## src/rtl/regfile_pkg.sv

```systemverilog
// Shared widths, well-known register indices and types for the MIPS register file.
package regfile_pkg;

  localparam int DATA_W = 32;
  localparam int ADDR_W = 5;
  localparam int NUM_REGS = 1 << ADDR_W;

  typedef logic [ADDR_W-1:0] reg_idx_t;
  typedef logic [DATA_W-1:0] data_t;

  localparam reg_idx_t REG_ZERO = reg_idx_t'(0);
  localparam reg_idx_t REG_V0   = reg_idx_t'(2);
  localparam reg_idx_t REG_A0   = reg_idx_t'(4);

  // Output slots driven by the read-port array in the top.
  localparam int NUM_PORTS = 4;
  localparam int PORT_R1   = 0;
  localparam int PORT_R2   = 1;
  localparam int PORT_A0   = 2;
  localparam int PORT_V0   = 3;

  typedef struct packed {
    logic     en;
    reg_idx_t idx;
    data_t    data;
  } wr_req_t;

endpackage

```

## src/rtl/regfile_read_port.sv

```systemverilog
// One combinational read mux over the register view; index 0 always reads zero.
// With RF_BYPASS_EN defined, a same-cycle write to the addressed register is forwarded.
module regfile_read_port
  import regfile_pkg::*;
#(
  parameter int DATA_W = regfile_pkg::DATA_W,
  parameter int ADDR_W = regfile_pkg::ADDR_W
) (
  input  logic [(1<<ADDR_W)-1:0][DATA_W-1:0] regs,
  input  logic [ADDR_W-1:0]                  rd_idx,
  input  logic                               wr_en,
  input  logic [ADDR_W-1:0]                  wr_idx,
  input  logic [DATA_W-1:0]                  wr_data,
  output logic [DATA_W-1:0]                  rd_data
);

`ifdef RF_BYPASS_EN
  always_comb begin
    rd_data = (rd_idx == '0) ? '0 : regs[rd_idx];
    // wr_en already excludes reset, so a dropped write never forwards.
    if (wr_en && (wr_idx != '0) && (wr_idx == rd_idx))
      rd_data = wr_data;
  end
`else
  logic unused_wr;
  assign unused_wr = ^{wr_en, wr_idx, wr_data};

  always_comb begin
    rd_data = (rd_idx == '0) ? '0 : regs[rd_idx];
  end
`endif

endmodule

```

## src/rtl/register_file.sv

```systemverilog
// 32x32 MIPS register file: two read ports, one write port, $a0/$v0 taps, r0 hardwired to 0.
// Optional write-through forwarding when RF_BYPASS_EN is defined.
module register_file
  import regfile_pkg::*;
#(
  parameter int DATA_W = regfile_pkg::DATA_W,
  parameter int ADDR_W = regfile_pkg::ADDR_W
) (
  input  logic              clk,
  input  logic              rst,
  input  logic [ADDR_W-1:0] reg1_number,
  input  logic [ADDR_W-1:0] reg2_number,
  input  logic [ADDR_W-1:0] write_reg_number,
  input  logic [DATA_W-1:0] write_data,
  input  logic              WE,
  output logic [DATA_W-1:0] reg1,
  output logic [DATA_W-1:0] reg2,
  output logic [DATA_W-1:0] a0,
  output logic [DATA_W-1:0] v0
);

  localparam int NREG = 1 << ADDR_W;

  logic [NREG-1:1][DATA_W-1:0]              regs;
  logic [NREG-1:0][DATA_W-1:0]              regs_view;
  logic [NUM_PORTS-1:0][ADDR_W-1:0]         rd_idx;
  logic [NUM_PORTS-1:0][DATA_W-1:0]         rd_data;
  logic                                     wr_live;

  // Reset wins over a concurrent write; r0 has no storage so its writes vanish.
  always_ff @(posedge clk) begin
    if (rst)
      regs <= '0;
    else if (WE && (write_reg_number != '0))
      regs[write_reg_number] <= write_data;
  end

  assign regs_view = {regs, {DATA_W{1'b0}}};
  assign wr_live   = WE & ~rst;

  assign rd_idx[PORT_R1] = reg1_number;
  assign rd_idx[PORT_R2] = reg2_number;
  assign rd_idx[PORT_A0] = ADDR_W'(REG_A0);
  assign rd_idx[PORT_V0] = ADDR_W'(REG_V0);

  for (genvar p = 0; p < NUM_PORTS; p++) begin : g_port
    regfile_read_port #(
      .DATA_W (DATA_W),
      .ADDR_W (ADDR_W)
    ) u_rd (
      .regs    (regs_view),
      .rd_idx  (rd_idx[p]),
      .wr_en   (wr_live),
      .wr_idx  (write_reg_number),
      .wr_data (write_data),
      .rd_data (rd_data[p])
    );
  end

  assign reg1 = rd_data[PORT_R1];
  assign reg2 = rd_data[PORT_R2];
  assign a0   = rd_data[PORT_A0];
  assign v0   = rd_data[PORT_V0];

endmodule

```

## config.mk

```make
export PLATFORM = sky130hd
export DESIGN_NAME = register_file
export DESIGN_NICKNAME = d
export VERILOG_FILES = /design/src/rtl/regfile_pkg.sv /design/src/rtl/regfile_read_port.sv /design/src/rtl/register_file.sv
export SDC_FILE = /design/constraint.sdc
export NUM_CORES = 2
export LEC_CHECK = 0
export CORE_ASPECT_RATIO = 1.1
export CORE_MARGIN = 2
export CORE_UTILIZATION = 43
export CTS_CLUSTER_SIZE = 12
export DETAILED_ROUTE_END_ITERATION = 6
export GPL_TIMING_DRIVEN = 0
export PLACE_DENSITY = 0.67
export RECOVER_POWER = 50
export SLEW_MARGIN = 20
export SYNTH_ARGS = -nofsm -noshare
export SYNTH_HDL_FRONTEND = slang
export SYNTH_SLANG_ARGS = --single-unit
```

## constraint.sdc

```tcl
create_clock -name clk -period 7.5 [get_ports clk]
set_clock_uncertainty 0.15 [all_clocks]
set_input_delay 1.5 -clock clk [delete_from_list [all_inputs] [get_ports clk]]
set_output_delay 1.5 -clock clk [all_outputs]
set_load 0.005 [all_outputs]
```

[Word-level counts from Yosys, hierarchy flattened]
Cells that the tools add are included.
Word-level totals
  register bits: 992
  output and inout port bits: 128
Operators by class
  $lt $le $gt $ge: 4
  multiplexer cells: 9
  reduce and logical (&&, ||, !) cells: 5
Operator list (number)
  bitwise mux 992 bit: 1
  binary-select mux 32 bit (select 5 bit): 2
  demux 32 bit (select 5 bit): 1
  2-to-1 mux 32 bit: 5
  < comparator 5 x 6 -> 1 bit, second input constant: 3
  zero test 5 bit: 2
  >= comparator 5 x 1 -> 1 bit, second input constant: 1
  nonzero test 5 bit: 1
  logical AND 1 bit: 2

[Longest topological paths before layout]
  depth in word-level cells: 5
  depth in mapped cells: 9

[By module]
From an unflattened synthesis, not the netlist that was laid out.
Unflattened totals
  cell total of the unflattened synthesis: 6025
  area total of the unflattened synthesis: 71604.9 um^2
By module, submodules not included
  register_file: times used 1, cells each 3369, area an instance 38132.8 um^2
  regfile_read_port: times used 4, cells each 664, area an instance 8368.0 um^2

[Least setup slack after synthesis]
Ideal clock, no wire load.
  path kind: input to output
  from: in reg1_number[1]
  to: out reg1[13]
  data arrival time: 2.928 ns
  slack: 2.922 ns
  stages on the path: 8
  cell sequence: buf_2 -> buf_6 -> buf_6 -> buf_2 -> buf_2 -> mux4_2 -> o21ai_0 -> nand4_1
Between the ends
  longest elaborated chain between the ends: 3
  elaborated cells between the ends (all ways): 4
  those cells by class: mux: 3; reduce/logical: 1
Ends and longest elaborated chain
  start: declaration: line register_file.sv:11  | input logic [ADDR_W-1:0] reg1_number,
  binary-select mux 32 bit (select 5 bit): line regfile_read_port.sv:29  | rd_data = (rd_idx == '0) ? '0 : regs[rd_idx];
  2-to-1 mux 32 bit (not written as such): line regfile_read_port.sv:29
  2-to-1 mux 32 bit *: line regfile_read_port.sv:29
  end: declaration: line register_file.sv:16  | output logic [DATA_W-1:0] reg1,
Mark *: on every way between the ends. The rest lies on a longest branch, timed or not. The select of a mux whose other input is x is not followed.

[Final worst setup path]
  from: in reg1_number[1]
  to: out reg1[12]
The elaborated chain is that of the path after synthesis.

==> Implementation_results.wiki <==
{| class="wikitable"
! Metric !! Value
|-
| Antenna violations before repair || 24
|-
| Pin count of the biggest net entering global routing || 20
|-
| Boundary Pins || 178
|-
| Period utilisation layout || 1.04
|-
| Site row count || 133
|-
| Area of the core || 0.119 sq mm
|-
| Wire length of the first global-routing pass || 358,000 um
|-
| Required time at the endpoint of the critical path || 5.85 ns
|-
| Number of filler cells placed in the layout || 11,500
|-
| Warnings, synthesis || 0
|-
| Clock root cell || clkbuf_16
|-
| Footprint of the flip-flops and latches || 0.0199 sq mm
|-
| Power consumption || 0.0123 W
|-
| Vias/cell || 6.41
|-
| H-Tree Level Count || 3
|-
| Critical path capture point type || output port
|-
| Pre-CTS worst setup slack || -0.319 ns
|-
| Area of the multi-input gates || 0.0282 sq mm
|-
| Violations in the final reports || DRC, setup timing
|-
| Area growth, synth to finish || 14.1%
|-
| Ys flop type || dfxtp_1
|-
| Worst Reg-to-Reg Cells || 2
|-
| Clock-pin slew reported for the worst setup and hold paths after clock tree synthesis || 0.06 ns
|-
| Largest registers in the final layout || regs x992
|-
| Class of the most critical setup path || input port to output port
|-
| Residual DRC count || 6
|-
| Starting density of the core || 0.432
|-
| Syn Std Cell Area || 0.0514 sq mm
|-
| Last weighted congestion value of the routability-driven placer || 1.10
|-
| Final Routed Wirelength || 264,000 um
|-
| Max-capacitance violation count || 0
|-
| Highest-delay cell along the critical path || nand4_1
|-
| Accumulated negative setup slack || -0.957 ns
|-
| Hold Path Stages || 2
|-
| Cell total after placement || 7,759
|-
| Synthesized net count || 6,084
|-
| Routed via count || 51,000
|-
| Peak fanout along the critical path || 11
|-
| Die height || 367 um
|-
| Delay of the slowest cell on the worst path || 0.75 ns
|-
| Worst hold-check path type || flop to flop
|-
| Via count of the first global-routing pass || 47,300
|-
| Crit-path most repeated cell || buf_2
|-
| Final setup margin || -0.296 ns
|-
| Worst-case register-to-register setup slack || 6.42 ns
|-
| End of the worst register-to-register path || regs[48]
|-
| Post-detailed-placement cell area || 0.0552 sq mm
|-
| Area enclosed by the die boundary || 0.122 sq mm
|-
| Final critical-path required period || 7.80 ns
|-
| Startpoint of the worst-slack reg-to-reg timing path || regs[48]
|-
| Power per standard cell area || 210 mW/mm^2
|-
| Total setup violations reported at the end of the flow || 6
|-
| Share of flip-flops with an asynchronous set or reset || 0
|-
| Sequential fraction of the synthesis area || 0.386
|-
| Port Buffer Count || 169
|-
| Worst vdd rail ir drop || 0.156 mV
|-
| Clock sinks || 992
|-
| Max Clk Rate || 0.128 GHz
|-
| TritonCTS clock tree || done
|-
| Mean instance size in the synthesized netlist || 8.52 sq um
|-
| Synth Instances || 6,034
|-
| Total Nets Final || 6,365
|-
| Static leakage || 19.7 nW
|-
| End of the worst hold path || regs[217]
|-
| Residual overflow from global routing || 0
|-
| Crit-path cells || buf_2 > buf_6 > buf_6 > buf_2 > buf_2 > mux4_2 > o21ai_0 > nand4_1 > clkdlybuf4s50_1
|-
| Arrival time of the worst setup path || 6.15 ns
|-
| Count of pins over their slew limit || 0
|-
| Chip Width || 334 um
|-
| GRT Total Usage || 0.417
|-
| Hold Vio Cnt, Final || 0
|-
| Slew at the pin closest to its max-slew limit || 1.46 ns
|-
| Post-synth EDFFs || 0
|-
| Remaining max-slew budget at the tightest pin || 0.0234
|-
| Final Instance Area || 0.0587 sq mm
|-
| Hold Path Origin || regs[217]
|-
| Run status || complete, but fails checks
|-
| Max Root-Sink Buffers || 3
|-
| Cell Count, Final, Fillers Out || 7,957
|-
| Half-perimeter wire length after placement || 203,000 um
|-
| Count of unique library cells instantiated by Yosys || 46
|-
| First-pass DRT Iterations || 7
|-
| Number of antenna-violating nets in the routed design || 0
|-
| Detailed-route wire length per cell || 33.1 um
|-
| Fraction of final layout cells sized beyond drive strength 1 || 0.139
|-
| Biggest register || regs
|-
| Number of buffers inserted during clock tree synthesis || 108
|-
| Number of DRC markers after the initial detailed-route iteration || 7,884
|-
| Largest register FFs || 992
|-
| Synthesized flop and latch total || 992
|-
| Clk_lat worst skew || 0.71 ns
|-
| Kind of launch point of the worst setup path || input port
|-
| Post-CTS Hold Buffers || 0
|}
[per-stage QoR]
step / util / hold WS (ns)
4_1_cts: 0.493 / 0.315
2_1_floorplan: - / 0.292
3_5_place_dp: 0.463 / 0.308
5_1_grt: 0.492 / 0.331
3_3_place_gp: 0.462 / 0.299
6_report: 0.492 / 0.316
[report_power, final]
group	total, W	internal [W]	switching (W)
Sequential	0.00535	0.00531	0.0000380
Clock	0.00562	0.00324	0.00238
Combinational	0.00138	0.000359	0.00102
[synthesized netlist by cell type (all sizes together) (3+ instances only)]
master / n / area, sq um
o22a: 17 / 149
nor3: 20 / 100
or2: 3 / 18.8
clkbuf: 386 / 1450
nor2: 103 / 439
nand2b: 7 / 43.8
nand2: 2155 / 8090
o221ai: 16 / 140
and2: 8 / 50.1
a22oi: 43 / 323
buf: 279 / 1900
a211oi: 15 / 113
mux4: 359 / 8120
nor2b: 23 / 144
a21oi: 1007 / 5040
o31ai: 17 / 128
nand3: 14 / 70.1
o32ai: 4 / 35.0
a221o: 18 / 180
mux2i: 256 / 2560
o21ai: 53 / 265
a311oi: 4 / 35.0
o2bb2ai: 7 / 61.3
dfxtp: 992 / 19900
nand4: 8 / 50.1
a221oi: 61 / 534
o22ai: 40 / 250
mux2: 104 / 1170
[worst max-delay path, delay by kind of cell]
kind,cells,cell delay (ns)
multiplexers,1,0.40
AO/OA/AOI/OAI,1,0.52
AND/OR/NAND/NOR,1,0.75
buffers and inverters,6,2.92
[per-layer routing]
metal,routed length (um),GRT usage,part of all wire,up-vias
met3,35000,0.137,0.13,1156
li1,-,-,-,21400
met2,111000,0.617,0.42,3997
met1,91500,0.490,0.35,24400
met5,319,0.00827,0.0012,-
met4,26300,0.344,0.10,24
[how the worst max path moves through the flow]
stage              startpoint  endpoint  cells after the start
6_report       reg1_number[1]  reg1[12]                      9
5_1_grt        reg1_number[2]  reg1[12]                      8
4_1_cts        reg1_number[2]  reg1[18]                      9
3_5_place_dp   reg1_number[2]  reg1[12]                      8
3_3_place_gp   reg1_number[3]  reg1[13]                      7
2_1_floorplan  reg1_number[1]  reg1[13]                      8
[layout make-up]
type,count,share of cell area
multi-input cells,4376,0.480
flip-flops and latches,992,0.338
plain buffers,663,0.0558
clock buffers,158,0.0551
well taps,1552,0.0331
repair buffers,173,0.0299
clock inverters,32,0.00659
diodes,10,0.000427
inverters,1,0.0000640
[cell families after synthesis]
group	count (synthesis)	synth area share
muxes	719	0.230
and+or+nand+nor	2352	0.177
AOI/OAI and AO/OA	1305	0.142
buffers and inverters	666	0.0652
DFF	992	0.386
[cell usage in the layout, fill, tap and decap left out, types with 28 or more instances in the layout]
cell type,n
clkbuf_4,49
a21oi_1,1007
mux2_2,104
clkbuf_16,111
buf_2,117
mux2i_1,256
mux4_2,350
buf_4,41
a221oi_1,60
nor2_1,101
a22oi_1,43
clkdlybuf4s50_1,153
clkbuf_1,429
o21ai_0,51
dfxtp_1,992
clkbuf_8,28
nand2_1,2155
o22ai_1,40
[what timing repair did]
item                       in CTS  in global routing
gates resized for setup         2                  2
cloned                          0                  0
setup endpoints to repair       6                  4
pin swaps                       0                  1
setup buffers                   0                  0
Note: power is estimated with default switching activity, not from simulation.
